===== config.mk =====
export PLATFORM = sky130hd
export DESIGN_NAME = key_judge
export DESIGN_NICKNAME = d
export VERILOG_FILES = /design/src/rtl/tile_pkg.sv /design/src/rtl/key_debounce.sv /design/src/rtl/key_judge.sv
export SDC_FILE = /design/constraint.sdc
export NUM_CORES = 1
export LEC_CHECK = 0
export ABC_AREA = 1
export CORE_ASPECT_RATIO = 0.75
export CORE_UTILIZATION = 57
export CTS_BUF_LIST = sky130_fd_sc_hd__clkbuf_4 sky130_fd_sc_hd__clkbuf_8
export DETAILED_ROUTE_END_ITERATION = 10
export PLACE_DENSITY = 0.75
export SETUP_SLACK_MARGIN = 0.05
export SLEW_MARGIN = 10
export SYNTH_ARGS = -nofsm -noshare
export SYNTH_HDL_FRONTEND = slang
export SYNTH_SLANG_ARGS = --single-unit
export TNS_END_PERCENT = 30

===== constraint.sdc =====
create_clock -name clock -period 2.75 [get_ports clock]
set_input_delay 0.275 -clock clock [delete_from_list [all_inputs] [get_ports clock]]
set_output_delay 0.275 -clock clock [all_outputs]
set_load 0.05 [all_outputs]

===== src/rtl/tile_pkg.sv =====
`default_nettype none
// ============================================================================
// Module   : tile_pkg
// Brief    : Lane identifiers, judge state encoding and key priority helper.
// Revision : 1.0
// ============================================================================
package tile_pkg;

  localparam logic [2:0] LINE_NONE = 3'd0;
  localparam logic [2:0] LINE_K3   = 3'd1;
  localparam logic [2:0] LINE_K2   = 3'd2;
  localparam logic [2:0] LINE_K1   = 3'd3;
  localparam logic [2:0] LINE_K0   = 3'd4;

  localparam logic [2:0] ST_IDLE    = 3'd0;
  localparam logic [2:0] ST_HIT     = 3'd1;
  localparam logic [2:0] ST_MISS    = 3'd2;
  localparam logic [2:0] ST_RELEASE = 3'd3;
  localparam logic [2:0] ST_FAILED  = 3'd4;

  // Bit 3 is key3; the highest-priority pressed key wins, the rest are dropped.
  function automatic logic [2:0] pick_lane(input logic [3:0] press);
    if (press[3])      return LINE_K3;
    else if (press[2]) return LINE_K2;
    else if (press[1]) return LINE_K1;
    else if (press[0]) return LINE_K0;
    else               return LINE_NONE;
  endfunction

endpackage
`default_nettype wire


===== src/rtl/key_debounce.sv =====
`default_nettype none
// ============================================================================
// Module   : key_debounce
// Brief    : 2-flop sync, stability counter and press pulse for one
//            active-low key.
// Revision : 1.0
// ============================================================================
module key_debounce
  import tile_pkg::*;
#(
  parameter int DB_COUNT = 50000,
  parameter int DB_W     = 16
) (
  input  logic clock,
  input  logic resetn,
  input  logic key_n,
  output logic level,
  output logic press
);

  localparam logic [DB_W-1:0] C_LAST = DB_W'(DB_COUNT - 1);

  logic            sync1;
  logic            sync2;
  logic [DB_W-1:0] cnt;

  // The counter only runs while the synchronized level disagrees with the
  // debounced level, so any bounce back restarts the stability window.
  always_ff @(posedge clock) begin
    if (!resetn) begin
      sync1 <= 1'b1;
      sync2 <= 1'b1;
      cnt   <= '0;
      level <= 1'b1;
      press <= 1'b0;
    end else begin
      sync1 <= key_n;
      sync2 <= sync1;
      press <= 1'b0;
      if (sync2 == level) begin
        cnt <= '0;
      end else if (cnt == C_LAST) begin
        cnt   <= '0;
        level <= sync2;
        press <= level & ~sync2;
      end else begin
        cnt <= cnt + 1'b1;
      end
    end
  end

endmodule
`default_nettype wire


===== src/rtl/key_judge.sv =====
`default_nettype none
// ============================================================================
// Module   : key_judge
// Brief    : Judges debounced key presses against the bottom tile lane and
//            hands off to the hit or fail drawer; keeps score and game-over.
// Revision : 1.0
// ============================================================================
module key_judge
  import tile_pkg::*;
#(
  parameter int DB_COUNT = 50000,
  parameter int DB_W     = 16,
  parameter int SCORE_W  = 8
) (
  input  logic               clock,
  input  logic               resetn,
  input  logic               key3,
  input  logic               key2,
  input  logic               key1,
  input  logic               key0,
  input  logic               judge_enable,
  input  logic [2:0]         target_line_id,
  output logic               correct_input_go,
  input  logic               correct_input_done,
  output logic               incorrect_input_go,
  input  logic               incorrect_input_done,
  output logic [2:0]         pressed_line_id,
  output logic [SCORE_W-1:0] score,
  output logic               fail
);

  logic [3:0] keys_n;
  logic [3:0] levels;
  logic [3:0] presses;
  logic [2:0] lane;
  logic [2:0] state;

  assign keys_n = {key3, key2, key1, key0};

  generate
    for (genvar i = 0; i < 4; i++) begin : g_key
      key_debounce #(
        .DB_COUNT(DB_COUNT),
        .DB_W    (DB_W)
      ) u_debounce (
        .clock (clock),
        .resetn(resetn),
        .key_n (keys_n[i]),
        .level (levels[i]),
        .press (presses[i])
      );
    end
  endgenerate

  assign lane = pick_lane(presses);

  always_ff @(posedge clock) begin
    if (!resetn) begin
      state           <= ST_IDLE;
      pressed_line_id <= LINE_NONE;
      score           <= '0;
      fail            <= 1'b0;
    end else begin
      case (state)
        ST_IDLE: begin
          if (judge_enable && (presses != 4'b0000)) begin
            pressed_line_id <= lane;
            if ((target_line_id != LINE_NONE) && (lane == target_line_id))
              state <= ST_HIT;
            else
              state <= ST_MISS;
          end
        end
        ST_HIT: begin
          if (correct_input_done) begin
            if (score != {SCORE_W{1'b1}})
              score <= score + SCORE_W'(1);
            state <= ST_RELEASE;
          end
        end
        ST_MISS: begin
          if (incorrect_input_done) begin
            fail  <= 1'b1;
            state <= ST_FAILED;
          end
        end
        // Wait for every key to be released so a held key cannot re-trigger.
        ST_RELEASE: begin
          if (&levels)
            state <= ST_IDLE;
        end
        ST_FAILED: state <= ST_FAILED;
        default:   state <= ST_IDLE;
      endcase
    end
  end

  assign correct_input_go   = (state == ST_HIT);
  assign incorrect_input_go = (state == ST_MISS);

endmodule
`default_nettype wire


After elaboration in Yosys (flattened, before gate mapping)
Index checks and enable logic that the tools add are counted.
{"block": "word_totals", "register_bits": 95, "latch_bits": 0, "ram_bits": 0, "rom_bits": 0, "inputBits": 12, "output_inout_bits": 14, "wordCells": 96, "mem_count": 0}
{"block": "op_classes", "addsub": 5, "multipliers": 0, "div_mod_pow": 0, "order_cmp": 0, "eq_ne": 18, "shift": 0, "n_mux": 10, "bitwise": 17, "reduce_logical": 22}
{"operator": "$add 16x1->16 const B", "n": 4}
{"operator": "$eq 16x16->1 const B", "n": 4}
{"operator": "$mux 3", "n": 8}
{"operator": "$reduce_or 3->1", "n": 8}
{"operator": "$pmux 3 s5", "n": 1}
{"operator": "$not 1->1", "n": 13}
{"operator": "$reduce_and 2->1", "n": 6}
{"operator": "$add 8x1->8 const B", "n": 1}
{"operator": "$ne 8x8->1 const B", "n": 1}
{"operator": "$reduce_and 4->1", "n": 2}
{"operator": "$eq 3x2->1 const B", "n": 2}
{"operator": "$and 1x1->1", "n": 4}
{"operator": "$eq 1x1->1", "n": 4}
{"operator": "$ne 2x1->1 const B", "n": 2}
{"operator": "$ne 2x2->1 const B", "n": 2}
{"operator": "$reduce_bool 4->1", "n": 1}
{"operator": "$eq 3x1->1 const B", "n": 1}
{"operator": "$eq 3x3->1", "n": 1}
{"operator": "$eq 3x3->1 const B", "n": 1}
{"operator": "$logic_not 3->1", "n": 1}
{"operator": "$reduce_and 3->1", "n": 1}
{"operator": "$reduce_bool 3->1", "n": 1}
{"operator": "$logic_and 1x1->1", "n": 2}
{"operator": "$mux 2", "n": 1}

Logic depth before layout (Yosys ltp)
{"block": "depth", "ltp_word": 9, "depth_mapped": 11, "mapped_depth_nobuf": 11}

Modules after synthesis
Synthesis repeated with hierarchy kept, for this count alone.
{"block": "hier_totals", "cells_unflattened": 693, "hier_area_um2": 4933.5}
{"mod": "key_debounce", "instances": 4, "cells_per_inst": 136, "area_per_inst_um2": 1006.0}
{"mod": "key_judge", "instances": 1, "cells_per_inst": 149, "area_per_inst_um2": 909.6}

Worst setup path after synthesis
No wires, ideal clock.
{"block": "synth_path", "path_kind": "reg2reg", "startpoint": "register state[1]", "endpoint": "register fail", "arrival_ns": 1.842, "required_time_ns": 2.680, "path_slack_ns": 0.838, "path_stages_with_launch": 5, "n_path_buf": 0, "synth_period_minus_slack_ns": 1.912, "path_cell_list": "dfxtp_1 inv_1 nor3_1 nand2_1 a21oi_1"}
{"block": "synth_between", "elab_chain_len": 2}
{"item": "start, declared", "line": "key_judge.sv:36", "source": "logic [2:0] state;"}
{"item": "start signal, assigned", "line": "key_judge.sv:59", "source": "state <= ST_IDLE;"}
{"item": "start signal, assigned", "line": "key_judge.sv:69", "source": "state <= ST_HIT;"}
{"item": "start signal, assigned", "line": "key_judge.sv:71", "source": "state <= ST_MISS;"}
{"item": "$eq 3x2->1"}
{"item": "net incorrect_input_go", "line": "key_judge.sv:25", "source": "output logic incorrect_input_go,"}
{"item": "$reduce_and 2->1 (no line)"}
{"item": "end signal, assigned", "line": "key_judge.sv:62", "source": "fail <= 1'b0;"}
{"item": "end signal, assigned", "line": "key_judge.sv:83", "source": "fail <= 1'b1;"}
{"item": "end, declared", "line": "key_judge.sv:29", "source": "output logic fail"}
The timed path passes the listed nets, and every way through them passes these cells.
A chain may end at the register's enable or synchronous reset.

Worst setup path after layout
{"block": "layout_path", "startpoint": "register state[2]", "endpoint": "output port correct_input_go"}
{"block": "layout_between", "elab_chain_len": 1}
{"item": "$eq 3x1->1", "line": "key_judge.sv:98", "source": "assign correct_input_go = (state == ST_HIT);"}
{"item": "end, declared", "line": "key_judge.sv:23", "source": "output logic correct_input_go,"}
No other way between the ends.

==> results.md <==
- CP endpoint kind: output port
- Endpoint, Worst Hold: g_key[3].u_debounce.sync2
- Worst EP required: 2.48 ns
- Syn_area_per_cell: between 7 and 8 um2
- Register area share after synthesis: approximately 40%
- Reg-to-Reg Start: score[1]
- Crit path time final: 2.210 ns
- Maximum clock path buffer count: 2
- Global-route wire length before repair: 17280 um
- Final Max Slew Viols: 0
- Vias per cell: roughly 5.3
- PwrDens: about 520 nW/um2
- Clk_skew: between 0.007 and 0.008 ns
- Core area: approximately 8000 um2
- Vias in the first global route: 4001
- Initial Util: around 60%
- Fin crit share: around 80%
- Clock transition at path regs: roughly 0.090 ns
- Std cell rows: 28
- # fillers: 690
- Hold Violations, Final: 0
- Routed Antenna Nets: 0
- Pleak: roughly 1.8 nW
- Crit Path Max Fanout: 6
- Unique cell type count in the Yosys netlist: 36
- Yosys warnings: 0
- FF-to-FF End: score[3]
- I/O Buffers: 25
- Dpl ws: about 0.94 ns
- Die ar.: between 8000 and 9000 um2
- Total CTS buffers: 9
- Cells after Synth: around 660
- Max Cap Viol: 0
- DR WL/cell: approximately 12 um
- Area contributors post-synth: dfxtp_1 40%, nand2_1 10%, nor2_1 6.9%
- CTS tree: yes
- Share of cells above drive strength 1: between 10 and 15%
- DR iter-0 viols: between 200 and 300
- Area grow syn2layout: 12.02%
- DRC: 0
- Seq. cell area: about 1900 um2
- Achievable frequency: 452.6 MHz
- Worst vdd ir: between 500 and 600 uV
- R2R cell count: 8
- CP max stage cell: clkdlybuf4s50_1
- Post-Route Utilization: 66.73%
- Post-DP HPWL: between 7000 and 8000 um
- Most common library cell in the layout ignoring fill and taps: nand2_1
- Fin nets: about 720
- Sink Count: 95
- First drt pass iteration count: 5
- WS Path Type: reg -> out
- R2r setup slk: between 1 and 1.5 ns
- Hold path start: g_key[3].u_debounce.sync1
- Synth top area share: ~40%
- GRT Util Overall: between 20 and 25%
- Worst-Skew Late Latency: 0.37 ns
- RSZ-0062 raised after global routing: false
- Area of the multi-input gates: 2452 um2
- Startpoint types: flop
- Boundary pin count: 26
- Setup tns final: 0 ns
- Via count: ~4300
- Outcome: finished clean
- Global route total overflow: 0
- Final WS setup: approximately 0.54 ns
- Synthesized cell area: around 4800 um2
- Syn Nets: approximately 700
- Die Y: approximately 81 um
- H-tree levels: 3
- Relative slew slack: 65.61%
- Initial antenna violation count: 0
- Final wirelength: 10020 um
- Post-CTS Setup Bufs: 0
- Post-cts sizing count: 0
- WP data arrival: just under 2 ns
- Most frequent cells in the layout: 127 x nand2_1, 95 x dfxtp_1, 87 x nor2_1
- Final setup violation count: 0
- Largest net degree at the start of global routing: 21
- Worst path max stage delay: between 0.8 and 0.9 ns
- CP cell instances: nor2_2 -> inv_2 -> nor2_1 -> clkdlybuf4s50_1
- Antenna diode count: 0
- Worst slew pin tran: ~0.5 ns
- Root Buffer: clkbuf_8
- Die Span X: 107.5 um
- RePlAce Congestion: between 0.9 and 1
- Dominant cell type by area after synthesis: dfxtp_1
- Number of synthesized register bits: 95
- Count of hold-fix buffers inserted at cts: 0
- Hold WC Path Type: reg -> reg
- WHS Path Cells: 1
cells by family (layout without fill, tap and decap cells):
group	count (synthesis)	in the layout	share of synthesized area, %
AO/OA/AOI/OAI	65	65	7.205
XOR/XNOR	22	22	4.049
adder cells (fa/ha/maj)	9	9	2.367
buffers and inverters	98	133	8.493
flip-flops	95	95	39.97
AND/OR/NAND/NOR	375	375	37.92
state kept, by name (all words and copies together), names as in the netlist:
| signal | cells |
|---|---|
| fail | 1 |
| state | 3 |
| pressed_line_id | 3 |
| g_key.u_debounce.sync2 | 4 |
| score | 8 |
| g_key.u_debounce.cnt | 64 |
| g_key.u_debounce.press | 4 |
| g_key.u_debounce.sync1 | 4 |
| g_key.u_debounce.level | 4 |
per-layer routing:
layer	wire (um)	vias to the layer above	share of wire, %	global-route usage (%)
met1	4871	1957	49	31.86
met4	159	0	1.6	10.00
met2	4585	84	46	41.03
met5	0	-	0	0
met3	403	15	4.0	5.618
li1	-	2206	-	-
synth_stat cells, drive strengths merged:
master	instances
nand3	60
nor3	26
xor2	16
buf	6
clkbuf	1
a21oi	43
nor3b	4
nor4	1
nand2	133
nand4	28
or2	12
dfxtp	95
inv	90
nand3b	1
o21ai	20
ha	9
xnor2	6
a31oi	2
nor2	110
clkinv	1
cell type report:
cell class	count	area share [%]
multi-input combinational	471	46.01
sequential	95	35.68
inverter	91	6.408
timing repair buffer	26	4.836
clock buffer	10	2.582
tap	105	2.465
clock inverter	6	2.019
worst max-delay path, delay by kind of cell (launching register included):
kind,cells,cell delay [ns]
buffers and inverters,2,0.88
flip-flops,1,0.37
AND/OR/NAND/NOR,2,0.31
worst max-delay path by stage:
| stage | from | endpoint | depth (start not counted) |
|---|---|---|---|
| 2_1_floorplan | state[1] | fail | 4 |
| 3_3_place_gp | state[2] | correct_input_go | 4 |
| 3_5_place_dp | state[2] | correct_input_go | 4 |
| 4_1_cts | state[1] | correct_input_go | 4 |
| 5_1_grt | state[1] | incorrect_input_go | 3 |
| 6_report | state[2] | correct_input_go | 4 |
metrics by stage:
stage               hold slack, ns  instance area (um2)  total power [mW]  cells
floorplan                   0.3816                 4758             1.631    664
global placement            0.3971                 5085             1.694    788
detailed placement          0.4011                 5085             1.703    788
CTS                         0.4241                 5330             2.812    804
global route                0.4429                 5330             2.898    804
finish                      0.4194                 5330             2.784    804
report_power, final:
group	switching [mW]	leakage, nW	internal, mW	total, mW
Sequential	0.0197	0.768	1.40	1.42
Combinational	0.167	0.934	0.0900	0.257
Clock	0.485	0.122	0.625	1.11
No activity file was read; power rests on OpenSTA's default activity.
